===== src/rtl/nibble_serial_addsub_pkg.sv =====
// Shared definitions for the nibble-serial adder/subtractor: FSM state
// encodings and the default operand width.
`ifndef NIBBLE_SERIAL_ADDSUB_PKG_SV
`define NIBBLE_SERIAL_ADDSUB_PKG_SV

package nibble_serial_addsub_pkg;

    localparam int NSA_DEFAULT_WIDTH = 16;

    typedef enum logic [1:0] {
        ST_IDLE = 2'd0,
        ST_BUSY = 2'd1,
        ST_DONE = 2'd2
    } nsa_state_e;

endpackage

`endif


===== src/rtl/nibble_serial_addsub_cla_nibble_adder.sv =====
// Combinational 4-bit carry-lookahead adder slice. Exposes C3 and C4 so the
// caller can form signed overflow from the top slice.
module cla_nibble_adder (
    input  logic [3:0] x,
    input  logic [3:0] y,
    input  logic       cin,
    output logic [3:0] sum,
    output logic       c3,
    output logic       c4
);

    logic [3:0] g_s;
    logic [3:0] p_s;
    logic [4:0] c_s;

    assign g_s = x & y;
    assign p_s = x ^ y;

    // Lookahead carries, each expanded directly from G/P and the carry in.
    assign c_s[0] = cin;
    assign c_s[1] = g_s[0] | (p_s[0] & c_s[0]);
    assign c_s[2] = g_s[1] | (p_s[1] & g_s[0]) | (p_s[1] & p_s[0] & c_s[0]);
    assign c_s[3] = g_s[2] | (p_s[2] & g_s[1]) | (p_s[2] & p_s[1] & g_s[0])
                  | (p_s[2] & p_s[1] & p_s[0] & c_s[0]);
    assign c_s[4] = g_s[3] | (p_s[3] & g_s[2]) | (p_s[3] & p_s[2] & g_s[1])
                  | (p_s[3] & p_s[2] & p_s[1] & g_s[0])
                  | (p_s[3] & p_s[2] & p_s[1] & p_s[0] & c_s[0]);

    assign sum = p_s ^ c_s[3:0];
    assign c3  = c_s[3];
    assign c4  = c_s[4];

endmodule


===== src/rtl/nibble_serial_addsub.sv =====
// Serial add/subtract that processes one 4-bit slice per cycle through a
// single lookahead slice adder, LSB slice first.
module nibble_serial_addsub
    import nibble_serial_addsub_pkg::*;
#(
    parameter  int WIDTH = NSA_DEFAULT_WIDTH,
    localparam int NIB   = WIDTH / 4,
    localparam int CW    = (NIB > 1) ? $clog2(NIB) : 1
) (
    input  logic             clk,
    input  logic             rst,
    input  logic             start,
    input  logic             op_sub,
    input  logic [WIDTH-1:0] a,
    input  logic [WIDTH-1:0] b,
    output logic             busy,
    output logic             done,
    output logic [WIDTH-1:0] result,
    output logic             cout,
    output logic             ovf
);

    localparam logic [CW-1:0] LAST = CW'(NIB - 1);

    nsa_state_e       state_r;
    logic [WIDTH-1:0] a_r;
    logic [WIDTH-1:0] b_r;
    logic [WIDTH-1:0] result_r;
    logic [CW-1:0]    cnt_r;
    logic             carry_r;
    logic             cout_r;
    logic             ovf_r;

    logic [CW+1:0]    base_s;
    logic [3:0]       a_nib_s;
    logic [3:0]       b_nib_s;
    logic [3:0]       sum_s;
    logic             c3_s;
    logic             c4_s;

    assign base_s  = {cnt_r, 2'b00};
    assign a_nib_s = a_r[base_s +: 4];
    assign b_nib_s = b_r[base_s +: 4];

    cla_nibble_adder u_cla (
        .x   (a_nib_s),
        .y   (b_nib_s),
        .cin (carry_r),
        .sum (sum_s),
        .c3  (c3_s),
        .c4  (c4_s)
    );

    // Control FSM plus operand, slice counter, carry and result registers.
    always_ff @(posedge clk) begin
        if (rst) begin
            state_r  <= ST_IDLE;
            a_r      <= '0;
            b_r      <= '0;
            result_r <= '0;
            cnt_r    <= '0;
            carry_r  <= 1'b0;
            cout_r   <= 1'b0;
            ovf_r    <= 1'b0;
        end else begin
            case (state_r)
                ST_IDLE, ST_DONE: begin
                    if (start) begin
                        // Subtraction is A + ~B + 1: invert B here, inject the +1 as carry in.
                        a_r      <= a;
                        b_r      <= b ^ {WIDTH{op_sub}};
                        carry_r  <= op_sub;
                        cnt_r    <= '0;
                        result_r <= '0;
                        state_r  <= ST_BUSY;
                    end else begin
                        state_r  <= ST_IDLE;
                    end
                end
                ST_BUSY: begin
                    result_r[base_s +: 4] <= sum_s;
                    carry_r               <= c4_s;
                    cnt_r                 <= cnt_r + CW'(1);
                    if (cnt_r == LAST) begin
                        cout_r  <= c4_s;
                        ovf_r   <= c4_s ^ c3_s;
                        state_r <= ST_DONE;
                    end else begin
                        state_r <= ST_BUSY;
                    end
                end
                default: begin
                    state_r <= ST_IDLE;
                end
            endcase
        end
    end

    assign busy   = (state_r == ST_BUSY);
    assign done   = (state_r == ST_DONE);
    assign result = result_r;
    assign cout   = cout_r;
    assign ovf    = ovf_r;

endmodule


===== config.mk =====
export PLATFORM = sky130hd
export DESIGN_NAME = nibble_serial_addsub
export DESIGN_NICKNAME = d
export VERILOG_FILES = /design/src/rtl/nibble_serial_addsub_pkg.sv /design/src/rtl/nibble_serial_addsub_cla_nibble_adder.sv /design/src/rtl/nibble_serial_addsub.sv
export SDC_FILE = /design/constraint.sdc
export NUM_CORES = 1
export LEC_CHECK = 0
export BUFFER_PORTS_ARGS = -buffer_cell sky130_fd_sc_hd__buf_2
export CAP_MARGIN = 20
export CORE_MARGIN = 2
export CORE_UTILIZATION = 45
export CTS_BUF_LIST = sky130_fd_sc_hd__clkbuf_2
export CTS_CLUSTER_SIZE = 16
export DETAILED_ROUTE_END_ITERATION = 10
export GPL_TIMING_DRIVEN = 0
export PLACE_DENSITY = 0.65
export REMOVE_ABC_BUFFERS = 1
export SETUP_SLACK_MARGIN = 0.05
export SLEW_MARGIN = 20
export SYNTH_ARGS = -nofsm -noshare
export SYNTH_HDL_FRONTEND = slang
export SYNTH_SLANG_ARGS = --single-unit

===== constraint.sdc =====
create_clock -name clk -period 5.89 [get_ports clk]
set_clock_uncertainty 0.2 [all_clocks]
set_input_delay 1.178 -clock clk [delete_from_list [all_inputs] [get_ports clk]]
set_output_delay 1.178 -clock clk [all_outputs]
set_load 0.1 [all_outputs]

* Yosys cells after proc, flatten, opt, wreduce, memory -nomap -nowiden *
Cells that the tools add are included.

storage, ports and cells
  register bits after elaboration = 55
  bits of input ports = 36
  output and inout bits = 20
  logic and storage cells = 65

operators by class
  add/sub/neg operators = 2
  equality and inequality tests = 4
  shift-type cells = 4
  multiplexer cells = 10
  bitwise logic cells = 31
  reductions and logical operators = 6

operators by type and width
  operator                number
  $pmux 16 s2             1
  $shiftx 16x5->4         2
  $and 1x1->1             16
  $bwmux 16               1
  $mux 16                 1
  $shift 4x6->16 const A  1
  $shiftx 4x6->16         1
  $xor 16x16->16          1
  $or 1x1->1              10
  $pmux 2 s2              2
  $xor 4x4->4             2
  $neg 4->6               1
  $reduce_and 2->1        3
  $and 4x4->4             1
  $eq 2x2->1 const B      2
  $mux 2                  2
  $add 2x1->2 const B     1
  $eq 2x1->1 const B      1
  $logic_not 2->1         1
  $mux 1                  2
  $ne 2x2->1 const B      1
  $pmux 1 s2              1
  $reduce_bool 2->1       1
  $reduce_or 2->1         1
  $xor 1x1->1             1

* Longest topological paths before layout *
Gate-level depths: netlist of run 1.

  word-level depth = 10
  mapped depth = 7
  gate-level depth less buffers = 6

* By module *
From an unflattened synthesis of run 1, not the netlist that was laid out.

unflattened totals
  cells, all modules = 264
  area, all modules = 2,617.5 um2

modules (own cells, without submodules)
  module                instances  cells an instance  area each (um2)  seq. area each (um2)
  nibble_serial_addsub  1          246                2,462.4          1,101.1
  cla_nibble_adder      1          18                 155.1            0.0

* Worst setup path before layout of run 1 *
No wires, ideal clock.

  kind = register -> output
  start point = register state_r[1]
  end point = output done
  arrival = 1,677 ps
  slack = 2,835 ps
  cell stages (with the launch flop) = 2
  buffers on the path = 0
  cell sequence = dfxtp_1 nor2b_1

on the way
  word-level cells in the longest chain between the ends = 1

ends and longest elaborated chain
  what                    RTL line                     source
  start, declared         nibble_serial_addsub.sv:25   nsa_state_e state_r;
  start signal, assigned  nibble_serial_addsub.sv:57   state_r <= ST_IDLE;
  start signal, assigned  nibble_serial_addsub.sv:75   state_r <= ST_BUSY;
  start signal, assigned  nibble_serial_addsub.sv:77   state_r <= ST_IDLE;
  $eq 2x2->1              nibble_serial_addsub.sv:100  assign done = (state_r == ST_DONE);
  end, declared           nibble_serial_addsub.sv:17   output logic done,

Every way passes these cells.

* Worst setup path after layout of run 1 *
  start point = register cnt_r[0]
  end point = register result_r[7] (netlist: result[7])

on the way
  word-level cells in the longest chain between the ends = 10
  elaborated cells between the ends (all ways) = 25

ends and longest elaborated chain
  what                                               RTL line                                                                                  source
  start, declared                                    nibble_serial_addsub.sv:29                                                                logic [CW-1:0] cnt_r;
  start signal, assigned                             nibble_serial_addsub.sv:83                                                                cnt_r <= cnt_r + CW'(1);
  $shiftx 16x5->4 (on tied branches)                 nibble_serial_addsub.sv:42, nibble_serial_addsub.sv:43
  $xor 4x4->4 / $and 4x4->4 (equally long branches)  nibble_serial_addsub_cla_nibble_adder.sv:17, nibble_serial_addsub_cla_nibble_adder.sv:16
  $and 1x1->1 (on tied branches)                     nibble_serial_addsub_cla_nibble_adder.sv:23, nibble_serial_addsub_cla_nibble_adder.sv:24
  $or 1x1->1, or another cell as far along           nibble_serial_addsub_cla_nibble_adder.sv:23                                               assign c_s[3] = g_s[2] | (p_s[2] & g_s[1]) | (p_s[2] & p_s[1] & g_s[0])
  $or 1x1->1 / $and 1x1->1 (equally long branches)   nibble_serial_addsub_cla_nibble_adder.sv:23, nibble_serial_addsub_cla_nibble_adder.sv:24
  $or 1x1->1                                         nibble_serial_addsub_cla_nibble_adder.sv:24                                               | (p_s[2] & p_s[1] & p_s[0] & c_s[0]);
  $xor 4x4->4                                        nibble_serial_addsub_cla_nibble_adder.sv:29                                               assign sum = p_s ^ c_s[3:0];
  $shiftx 4x6->16                                    nibble_serial_addsub.sv:81                                                                result_r[base_s +: 4] <= sum_s;
  $bwmux 16 *                                        nibble_serial_addsub.sv:81
  $pmux 16 s2 *                                      nibble_serial_addsub.sv:66                                                                case (state_r)
  end signal, assigned by index                      nibble_serial_addsub.sv:81
  end, declared                                      nibble_serial_addsub.sv:28                                                                logic [WIDTH-1:0] result_r;

Every way passes the cells marked *; elsewhere a longest branch is shown, timed or not.
A chain may end at the register's enable or synchronous reset.

==> out/metrics.sh, run 1 <==
MAXIMUM_ACHIEVABLE_FREQUENCY_MHz=321
GLOBALPLACE.CONGESTION=0.770
YOSYS.AREA.TOP_TYPE='dfxtp_1'
FILLER_CELL_COUNT=570
SYNTH.FF_LATCH_COUNT=55
CP.BUFFERS_INVERTERS=0
YOSYS_MOST_USED_DFF='dfxtp_1'
MOST_FREQUENT_CELL_AFTER_SYNTHESIS='dfxtp_1'
IO-PIN-COUNT=56
NUMBER_OF_DISTINCT_LIBRARY_CELL_VARIANTS_IN_THE_GATE_LEVEL_NETLIST_AFTER_SYNTHESIS=41
SYNTH.AREA.TOP_CELLS='dfxtp_1, mux4_2, xnor2_1'
TIMING.FINAL.CRIT_SHARE=0.530
SW_FRAC_OF_TOTAL=0.309
TIMING.CRITICAL_PATH.MAX_DELAY_FAMILY='flip-flops'
POST_SYNTH_MUX_AREA_SHARE=0.0733
STATUS='finished, final reports clean'
MIN_PATH_TYPE='flip-flop to flip-flop'
IR_WORST_VDD_mV=0.109
ANTENNA_VIOL_NETS_FINAL=0
PLACE_AREA_SQ_UM=2910
CLOCK_TREE_FROM_TRITONCTS='done'
CTSLONGESTPATHBUFFERS=2
COUNT_OF_H_TREE_LEVELS_BUILT_DURING_CTS=2
PWR_DENSITY_CELL_nW_PER_UM2=239
SYNTH-EDFF-COUNT=0
DIE-AREA_SQ_UM=6510
POST-CTS-SETUP-BUFFERS=0
POST_SYNTH_XOR_AREA_FRACTION=0.0666
CRIT_SLOWEST_CELL='dfxtp_1'
ROWS=27
SYNTHCELLS=273
POST_ROUTE_CELL_AREA_SQ_UM=2950
INTERNAL_POWER_mW=0.489
CTS_REPAIR_RESIZE_COUNT=0
CTS_ROOT_BUFFER='clkbuf_2'
VIAS_PER_INSTANCE=5.26
DESIGN.FINAL.NETS=362
CTS_HOLD_BUFFERS=0
YOSYS_WARNING_COUNT=0
SYNTH_COMMON_CELLS='dfxtp_1, nand2_1, nor2_1'
PORT_BUFFERS=55
GRT_PASS1_VIAS=1892
OVERFLOW=0
GRT_FIRST_PASS_WIRELENGTH_UM=8920
DIE_Y_UM=80.7
LAYOUT-AREA-OVERHEAD-VS-SYNTH_PCT=11.6
NUM_VIAS=2046
CTS_MADE_BUFFERS=5
COREAREA_SQ_UM=5610
CLOCK_PERIOD_MINUS_FINAL_WORST_SETUP_SLACK_PS=3120
RSZ0062_AT_GRT='no'
TIMING_WORST_SLEW_PIN_VALUE_PS=1040
POWER.SHARE.CLOCK=0.206
CRITICAL_PATH.ENDPOINT_TYPE='flip-flop'
DETAILED_PLACE_HPWL_UM=3750
ANTENNA_FOUND_INITIAL=0
DRT_FIRST_PASS_ITERS=4
FRACTION_OF_LAYOUT_CELLS_WITH_A_SIZE_SUFFIX_ABOVE_1=0.271
TOTALNEGATIVESETUPSLACK_PS=0
ROUTEDWLPERCELL_UM=13.5
FINAL_MAX_SLEW_VIOL_COUNT=0
SETUP_VIOL=0
ROUTE.FINAL.WIRE_LENGTH_UM=5260
CELLS_TRAVERSED_ALONG_THE_WORST_TIMING_PATH='mux4_2 -> ha_1 -> a211o_1 -> a21o_4 -> xnor2_4 -> o31ai_1'
CLOCK_LATENCY_PS=440
CRITPATHMAXSTAGEDELAY_PS=910
P_SWITCHING_mW=0.219
ANTENNA-DIODE-COUNT=0
CAP_VIOL_MAX_COUNT=0
SYNTH_TOP_FAMILY_BY_AREA='compound AO/OA/AOI/OAI gates'
CRIT_TYPE='flip-flop to flip-flop'
CRITICAL_PATH.MAX_FANOUT=16
AVGSYNTHCELLAREA_SQ_UM=9.70
GRTUSAGETOTAL=0.177
CRIT_ARRIVAL_PS=3300
SYNTHDOMINANTCELLAREASHARE=0.416
START_UTIL=0.472
CLKSINKCOUNT=55
ADDER_AND_MAJORITY_CELL_FRACTION_OF_THE_SYNTHESIZED_AREA=0.0501
FINAL_CORE_UTILIZATION=0.527
CLOCK_PIN_TRANSITION_ON_THE_WORST_SETUP_AND_HOLD_TIMING_PATHS_PS=270
POWER.STATIC_LEAKAGE_nW=1.21
REQUIRED_PS=6070
REL_SLEW_SLACK=0.307
FINALHOLDVIOLCOUNT=0
POST_SYNTHESIS_SHARE_OF_CELL_AREA_SPENT_ON_AND_OR_NAND_AND_NOR_GATES=0.164
SYNTH-ASYNC-RESET-RATIO=0
FRACTION_OF_THE_YOSYS_AREA_TAKEN_BY_SEQUENTIAL_CELLS=0.416
SETUP.WORST_PATH.START_CLASS='flip-flop'
DIE_WIDTH_UM=80.7
SYNTHESIS.AREA_SQ_UM=2650
GRT_MAX_DEGREE=61
SYNTH_COMPOUND_GATE_AREA_SHARE=0.177
DRC=0
SEQPWRFRAC=0.577
NUMPLACEDINSTANCES=381
COMB_POWER_SHARE=0.217
FINALNONFILLERCELLS=389
DRT-INITIAL-DRC-COUNT=107
worst register-to-register path: stages (launching register included):
cell and delay [ps]:
dfxtp_1 910, mux4_2 660, ha_1 340, a211o_1 310, a21o_4 240, xnor2_4 170, o31ai_1 260
final timing paths:
check | end | slack, ps | cells after the start | from
worst min register to register | a_r[15] | 270 | 2 | a_r[15]
worst min-delay path | a_r[15] | 270 | 2 | a_r[15]
worst max register to register | result[7] | 2770 | 6 | cnt_r[0]
worst max-delay path | result[7] | 2770 | 6 | cnt_r[0]
per-stage QoR:
step	setup slack, ps	total power, mW	hold WS (ps)
after floorplan	1990	0.520	227
after global placement	775	0.566	241
after detailed placement	2740	0.571	246
after CTS	2730	0.718	272
after global routing	2600	0.750	293
final	2770	0.707	269
power by group through the flow:
stage | clock (mW) | sequential, mW | combinational (mW)
2_1_floorplan | 0 | 0.421 | 0.0987
3_5_place_dp | 0 | 0.416 | 0.155
6_report | 0.146 | 0.408 | 0.154
3_3_place_gp | 0 | 0.415 | 0.152
4_1_cts | 0.154 | 0.409 | 0.156
5_1_grt | 0.168 | 0.412 | 0.170
kinds of logic after synthesis:
group / Yosys count
xor+xnor: 18
compound gates: 66
simple gates: 91
mux: 9
buf+inv: 24
flops: 55
fa+ha+maj: 10
layout by cell type, fill, tap and decap left out, types with 7 or more instances in the layout:
| cell | n |
|---|---|
| a22oi_1 | 10 |
| buf_2 | 55 |
| dfxtp_1 | 55 |
| nor2_1 | 33 |
| a211oi_1 | 16 |
| a21oi_1 | 21 |
| ha_1 | 9 |
| mux4_2 | 7 |
| xnor2_1 | 16 |
| nand2_1 | 36 |
| nand3b_1 | 7 |
| clkbuf_2 | 7 |
metal layers:
metal	vias to the layer above	part of all wire	GRT usage	wire, um
li1	1053	-	-	-
met1	938	0.47	0.232	2450
met2	48	0.47	0.293	2470
met3	7	0.053	0.0393	278
met4	0	0.011	0.0542	59
met5	-	0	0	0
final cells by class:
cell class | count | area, sq um | share of cell area
repair buffers | 56 | 295 | 0.100
multi-input cells | 194 | 1410 | 0.478
well taps | 72 | 90.1 | 0.0305
flip-flops and latches | 55 | 1100 | 0.373
clock buffers | 7 | 35.0 | 0.0119
clock inverters | 1 | 5.00 | 0.00169
inverters | 4 | 15.0 | 0.00508
flip-flops by register name (all words and copies together), names as in the netlist:
register,cells
b_r,16
ovf,1
cout,1
a_r,16
cnt_r,2
state_r,2
carry_r,1
result,16
Note: power is estimated with default switching activity, not from simulation.
==> run 2: changes to the inputs <==
Settings changed: PLACE_DENSITY 0.65 to 0.67.
Clock period 5.89 ns to 2.75 ns, I/O delays scaled along.
==> run 2 against run 1 <==
  * Combinational power grew 130%
  * Sequential share of layout area shrank 0.64 points
  * Utilization grew 1.2 points
  * Critical path depth is the same
  * Sequential power grew 110%
  * Worst setup slack lost 2600 ps
  * Worst hold slack lost 140 ps
  * Via count grew 1.4%
  * Cell count grew 1.3%
  * Largest power group unchanged
  * Flip-flop and latch count is the same
  * Global-route usage grew 0.38 points
  * Clock power grew 100%
  * Largest cell class unchanged
==> out/metrics.sh, run 2 (same netlist as run 1, synthesis figures left out) <==
STATUS='finished, final reports clean'
IR_WORST_VDD_mV=0.274  # +150%
CLKSINKCOUNT=55  # unchanged
GRT_PASS1_VIAS=2022  # +6.9%
SETUP.WORST_PATH.START_CLASS='flip-flop'
CRIT_TYPE='flip-flop to flip-flop'
DRT-INITIAL-DRC-COUNT=101  # -5.6%
CTSLONGESTPATHBUFFERS=2  # unchanged
FILLER_CELL_COUNT=583  # +2.3%
REQUIRED_PS=2850  # -3220 ps
FINAL_MAX_SLEW_VIOL_COUNT=0  # unchanged
CRITICAL_PATH.ENDPOINT_TYPE='flip-flop'
IO-PIN-COUNT=56  # unchanged
CRIT_ARRIVAL_PS=2710  # -590 ps
RSZ0062_AT_GRT='no'
DPL_WORST_SLACK_PS=-411  # -3150 ps
GLOBALPLACE.CONGESTION=0.800  # +3.9%
DETAILED_PLACE_HPWL_UM=3700  # -1.3%
CTS_MADE_BUFFERS=5  # unchanged
DRC=0  # unchanged
COREAREA_SQ_UM=5610  # unchanged
CTS_ROOT_BUFFER='clkbuf_2'
DIE_WIDTH_UM=80.7  # unchanged
WORSTSETUPSTARTPOINT='cnt_r[0]'
SEQPWRFRAC=0.575  # -0.002
POWER.STATIC_LEAKAGE_nW=1.25  # +2.6%
CAP_VIOL_MAX_COUNT=0  # unchanged
CRITPATHMAXSTAGEDELAY_PS=580  # -330 ps
TIMING.CRITICAL_PATH.MAX_DELAY_FAMILY='compound AO/OA/AOI/OAI gates'
ANTENNA_VIOL_NETS_FINAL=0  # unchanged
PWR_DENSITY_CELL_nW_PER_UM2=502  # +110%
HP-START='a[5]'
ROWS=27  # unchanged
DIE_Y_UM=80.7  # unchanged
INTERNAL_POWER_mW=1.05  # +110%
VIAS_PER_INSTANCE=5.26  # about the same
POWER.SHARE.CLOCK=0.195  # -0.011
LAYOUT-AREA-OVERHEAD-VS-SYNTH_PCT=14.0
R2R-START='cnt_r[0]'
ROUTE.FINAL.WIRE_LENGTH_UM=5370  # +2.1%
GRT_FIRST_PASS_WIRELENGTH_UM=9190  # +3.0%
HOLDWS_PS=124  # -145 ps
LAYOUT_COMMON_CELLS='buf_2, dfxtp_1, nand2_1'
ANTENNA_FOUND_INITIAL=0  # unchanged
P_SWITCHING_mW=0.465  # +110%
GRTUSAGETOTAL=0.181  # +0.00376
FINAL_CRITICAL_PATH_SETUP_SLACK_PS=135  # -2640 ps
GRT.MET2_USAGE=0.301  # +0.00750
FINALNONFILLERCELLS=394  # +1.3%
CRIT_SLOWEST_CELL='mux4_2'
OVERFLOW=0  # unchanged
SETUP_VIOL=0  # unchanged
FRACTION_OF_LAYOUT_CELLS_WITH_A_SIZE_SUFFIX_ABOVE_1=0.286  # +0.0144
TIMING.FINAL.CRIT_SHARE=0.951  # +0.421
COUNT_OF_H_TREE_LEVELS_BUILT_DURING_CTS=2  # unchanged
ANTENNA-DIODE-COUNT=0  # unchanged
PORT_BUFFERS=55  # unchanged
MOSTFREQUENTLAYOUTCELL='buf_2'
NUM_VIAS=2074  # +1.4%
START_UTIL=0.472  # unchanged
CLOCK_PERIOD_MINUS_FINAL_WORST_SETUP_SLACK_PS=2610  # -505 ps
CRITICAL_PATH.MAX_FANOUT=6  # -10
MIN_PATH_TYPE='input pin to flip-flop'
CLOCK_TREE_FROM_TRITONCTS='done'
SW_FRAC_OF_TOTAL=0.307  # -0.00230
DIE-AREA_SQ_UM=6510  # unchanged
GLOBAL_ROUTE_MET3_USAGE=0.0348  # -0.00449
DESIGN.FINAL.NETS=367  # +1.4%
COMB_POWER_SHARE=0.230  # +0.013
FINALHOLDVIOLCOUNT=0  # unchanged
ROUTEDWLPERCELL_UM=13.6  # +0.82%
CELLS_TRAVERSED_ALONG_THE_WORST_TIMING_PATH='mux4_2 -> ha_1 -> a211o_1 -> a21o_4 -> a21oi_2 -> a311oi_1'
CP.BUFFERS_INVERTERS=0  # unchanged
MAXIMUM_ACHIEVABLE_FREQUENCY_MHz=382  # +19%
REL_SLEW_SLACK=0.293  # -0.0142
DRT_FIRST_PASS_ITERS=4  # unchanged
TIMING_WORST_SLEW_PIN_VALUE_PS=1060  # +21.2 ps
CLOCK_PIN_TRANSITION_ON_THE_WORST_SETUP_AND_HOLD_TIMING_PATHS_PS=260  # about the same
GRT_MAX_DEGREE=61  # unchanged
CLOCK_LATENCY_PS=430  # about the same
GLOBAL_ROUTE.USAGE.MET1=0.233  # +0.000817
GRT-BUSIEST-LAYER='met2'
FINAL_CORE_UTILIZATION=0.538  # +0.0116
NUMPLACEDINSTANCES=381  # unchanged
CTS_HOLD_BUFFERS=0  # unchanged
run 2: path summary, 6_finish.rpt:
kind,endpoint,slack (ps),depth (start not counted)
worst max register to register,cout,140,6
worst min-delay path,a_r[5],120,3
worst min register to register,a_r[6],270,2
worst max-delay path,cout,140,6
run 2: what timing repair did:
action	4_1_cts	5_1_grt
gates resized for setup	3	1
buffers inserted	4	1
endpoints found under the setup margin	19	2
run 2: metal layers:
layer / vias up / wire, um
li1: 1061 / -
met1: 947 / 2480
met2: 54 / 2530
met3: 12 / 240
met4: 0 / 122
met5: - / 0
run 2: worst min-delay path: stages:
cell     delay, ps
buf_2           90
nand2_1         40
a21oi_1         50
run 2: cell type report:
class | instances | area, sq um | share of cell area
Tap cell | 72 | 90.1 | 0.0298
Inverter | 4 | 15.0 | 0.00497
Sequential cell | 55 | 1110 | 0.366
Multi-Input combinational cell | 194 | 1420 | 0.470
Timing Repair Buffer | 61 | 353 | 0.117
Clock inverter | 2 | 7.51 | 0.00249
Clock buffer | 6 | 30.0 | 0.00995
run 2: power groups by stage:
stage / clock network, mW / logic [mW] / registers [mW]
3_5_place_dp: 0 / 0.332 / 0.890
5_1_grt: 0.343 / 0.385 / 0.877
2_1_floorplan: 0 / 0.211 / 0.902
6_report: 0.295 / 0.348 / 0.871
4_1_cts: 0.306 / 0.348 / 0.871
3_3_place_gp: 0 / 0.325 / 0.888
run 2: stage by stage:
step	instance area [sq um]	total power [mW]	setup TNS [ps]
after floorplan	2520	1.11	-14780
after global placement	2890	1.21	-65010
after CTS	3010	1.52	0
after global routing	3020	1.60	0
final	3020	1.51	0
after detailed placement	2920	1.22	-4440
==> run 3: changes to the inputs <==
Settings changed: CORE_UTILIZATION 45 to 51, PLACE_DENSITY 0.67 to 0.75.
==> run 3 against run 2 <==
  * Fmax up 1.4%
  * Clock power down 3%
  * Via count fell by 2.1%
  * Critical path depth did not move
  * Register-to-register slack better by 40 ps
  * Flip-flop and latch count unchanged
==> out/metrics.sh, run 3 (same netlist as run 1, synthesis figures left out) <==
ANTENNA-DIODE-COUNT=0  # unchanged
REQUIRED_PS=2910  # +60 ps
DIE_WIDTH_UM=76.1  # -5.8%
LAYOUT-AREA-OVERHEAD-VS-SYNTH_PCT=13.0
CLOCK_TREE_FROM_TRITONCTS='done'
CP.BUFFERS_INVERTERS=0  # unchanged
GRTUSAGETOTAL=0.182  # +0.00123
STATUS='finished, final reports clean'
CLOCK_PIN_TRANSITION_ON_THE_WORST_SETUP_AND_HOLD_TIMING_PATHS_PS=240  # -20 ps
HOLD-PATH-ENDPOINT='a_r[1]'
WORST-R2R-CELL-COUNT=6  # unchanged
TIMING.CRITICAL_PATH.MAX_DELAY_FAMILY='compound AO/OA/AOI/OAI gates'
POWER.STATIC_LEAKAGE_nW=1.24  # -0.67%
FINAL_MAX_SLEW_VIOL_COUNT=0  # unchanged
IR_WORST_VDD_mV=0.304  # +11%
TOTALNEGATIVESETUPSLACK_PS=0  # unchanged
R2R_SLACK_PS=170  # +40 ps
CTS_MADE_BUFFERS=5  # unchanged
CRITICAL_PATH.MAX_FANOUT=8  # +2
CELLS_TRAVERSED_ALONG_THE_WORST_TIMING_PATH='mux4_2 -> ha_1 -> a211o_1 -> a21o_4 -> xnor2_4 -> o31ai_1'
CLOCK_LATENCY_PS=430  # about the same
START_UTIL=0.525  # +0.0530
ROWS=26  # -3.7%
TOTAL_DESIGN_POWER_mW=1.49  # -1.7%
OVERFLOW=0  # unchanged
FINALHOLDVIOLCOUNT=0  # unchanged
MIN_PATH_TYPE='input pin to flip-flop'
NUM_VIAS=2030  # -2.1%
ROUTE.FINAL.WIRE_LENGTH_UM=4980  # -7.2%
SETUP.WORST_PATH.START_CLASS='flip-flop'
CTS_HOLD_BUFFERS=0  # unchanged
FINAL_CORE_UTILIZATION=0.594  # +0.0552
DESIGN.FINAL.NETS=367  # unchanged
WORST-PATH-STAGES=6  # unchanged
CRITPATHMAXSTAGEDELAY_PS=590  # about the same
CLKSINKCOUNT=55  # unchanged
COREAREA_SQ_UM=5040  # -10%
COUNT_OF_H_TREE_LEVELS_BUILT_DURING_CTS=2  # unchanged
HP-START='a[1]'
SEQ_AREA_SQ_UM=1110  # unchanged
R2R-START='cnt_r[0]'
DETAILED_PLACE_HPWL_UM=3450  # -6.8%
PORT_BUFFERS=55  # unchanged
DIE-AREA_SQ_UM=5780  # -11%
RSZ0062_AT_GRT='no'
ANTENNA_VIOL_NETS_FINAL=0  # unchanged
GRT_PASS1_VIAS=1943  # -3.9%
MULTI_INPUT_AREA_SQ_UM=1420  # unchanged
MAXIMUM_ACHIEVABLE_FREQUENCY_MHz=388  # +1.4%
SETUP_VIOL=0  # unchanged
VIAS_PER_INSTANCE=5.19  # -1.4%
PWR_DENSITY_CELL_nW_PER_UM2=498  # -0.79%
CRITICAL_PATH.ENDPOINT_TYPE='flip-flop'
CTSLONGESTPATHBUFFERS=2  # unchanged
DRC=0  # unchanged
CRIT_SLOWEST_CELL='mux4_2'
CTS_ROOT_BUFFER='clkbuf_2'
FRACTION_OF_LAYOUT_CELLS_WITH_A_SIZE_SUFFIX_ABOVE_1=0.287  # +0.000890
CRIT_ARRIVAL_PS=2740  # +30 ps
TIMING.FINAL.CRIT_SHARE=0.937  # -0.0136
HOLD-PATH-CELL-COUNT=3  # unchanged
TIMING_WORST_SLEW_PIN_VALUE_PS=1050  # -7.84 ps
REL_SLEW_SLACK=0.298  # +0.00523
GRT_MAX_DEGREE=61  # unchanged
LAYOUT_COMMON_CELLS='buf_2, dfxtp_1, nand2_1'
ROUTEDWLPERCELL_UM=12.7  # -6.5%
CRIT_TYPE='flip-flop to flip-flop'
GLOBALPLACE.CONGESTION=0.829  # +3.7%
FILLER_CELL_COUNT=465  # -20%
MOSTFREQUENTLAYOUTCELL='buf_2'
DRT_FIRST_PASS_ITERS=4  # unchanged
CAP_VIOL_MAX_COUNT=0  # unchanged
ANTENNA_FOUND_INITIAL=0  # unchanged
R2R-END='result[3]'
DRT-INITIAL-DRC-COUNT=62  # -39%
GRT_FIRST_PASS_WIRELENGTH_UM=8690  # -5.4%
IO-PIN-COUNT=56  # unchanged
DIE_Y_UM=76.1  # -5.8%
CLOCK_PERIOD_MINUS_FINAL_WORST_SETUP_SLACK_PS=2580  # -37.3 ps
==> run 3: cell types whose count changed in the layout (fill, tap and decap cells not counted), sizes merged <==
cell / change
clkbuf: -1
==> run 3: stage by stage <==
stage          setup WS [ps]  std cells  instance area (sq um)  hold WS [ps]
2_1_floorplan           -520        253                   2520           227
3_3_place_gp           -1670        378                   2880           241
3_5_place_dp            -354        379                   2910           247
4_1_cts                  147        390                   2980          95.5
5_1_grt                 73.9        391                   2990          73.9
6_report                 173        391                   2990           121
==> run 3: repair_timing <==
| action | in CTS | in global routing |
|---|---|---|
| resized for setup | 3 | 1 |
| endpoints found under the setup margin | 19 | 1 |
| buffers inserted | 4 | 1 |
==> run 3: worst max-delay path by stage <==
stage             start  slack (ps)         end
5_1_grt        cnt_r[0]          70   result[3]
2_1_floorplan     start        -520   result[4]
3_5_place_dp   cnt_r[0]        -350   result[7]
4_1_cts        cnt_r[0]         150  result[11]
3_3_place_gp      start       -1670  result[14]
6_report       cnt_r[0]         170   result[3]
==> run 3: power breakdown <==
part           leakage (nW)  total, mW  internal [mW]  switching [mW]
logic                 0.760      0.336          0.141           0.194
registers             0.451      0.868          0.842          0.0267
clock network        0.0262      0.285         0.0538           0.231
total                  1.24       1.49           1.04           0.452
==> run 3: final cells by class <==
cell class | instances | area share
Clock buffer | 5 | 0.00836
Clock inverter | 2 | 0.00293
Inverter | 4 | 0.00502
Multi-Input combinational cell | 194 | 0.474
Sequential cell | 55 | 0.370
Tap cell | 70 | 0.0293
Timing Repair Buffer | 61 | 0.111
==> run 3: worst register-to-register path, stage by stage (launching register included) <==
cell and delay [ps]:
dfxtp_4 480, mux4_2 590, ha_1 340, a211o_1 300
a21o_4 240, xnor2_4 160, o31ai_1 220
==> run 3: metal layers <==
metal / track usage / vias up / part of all wire
met5: 0 / - / 0
met4: 0.0600 / 0 / 0.011
met3: 0.0332 / 5 / 0.043
met2: 0.302 / 45 / 0.47
met1: 0.243 / 920 / 0.48
li1: - / 1060 / -
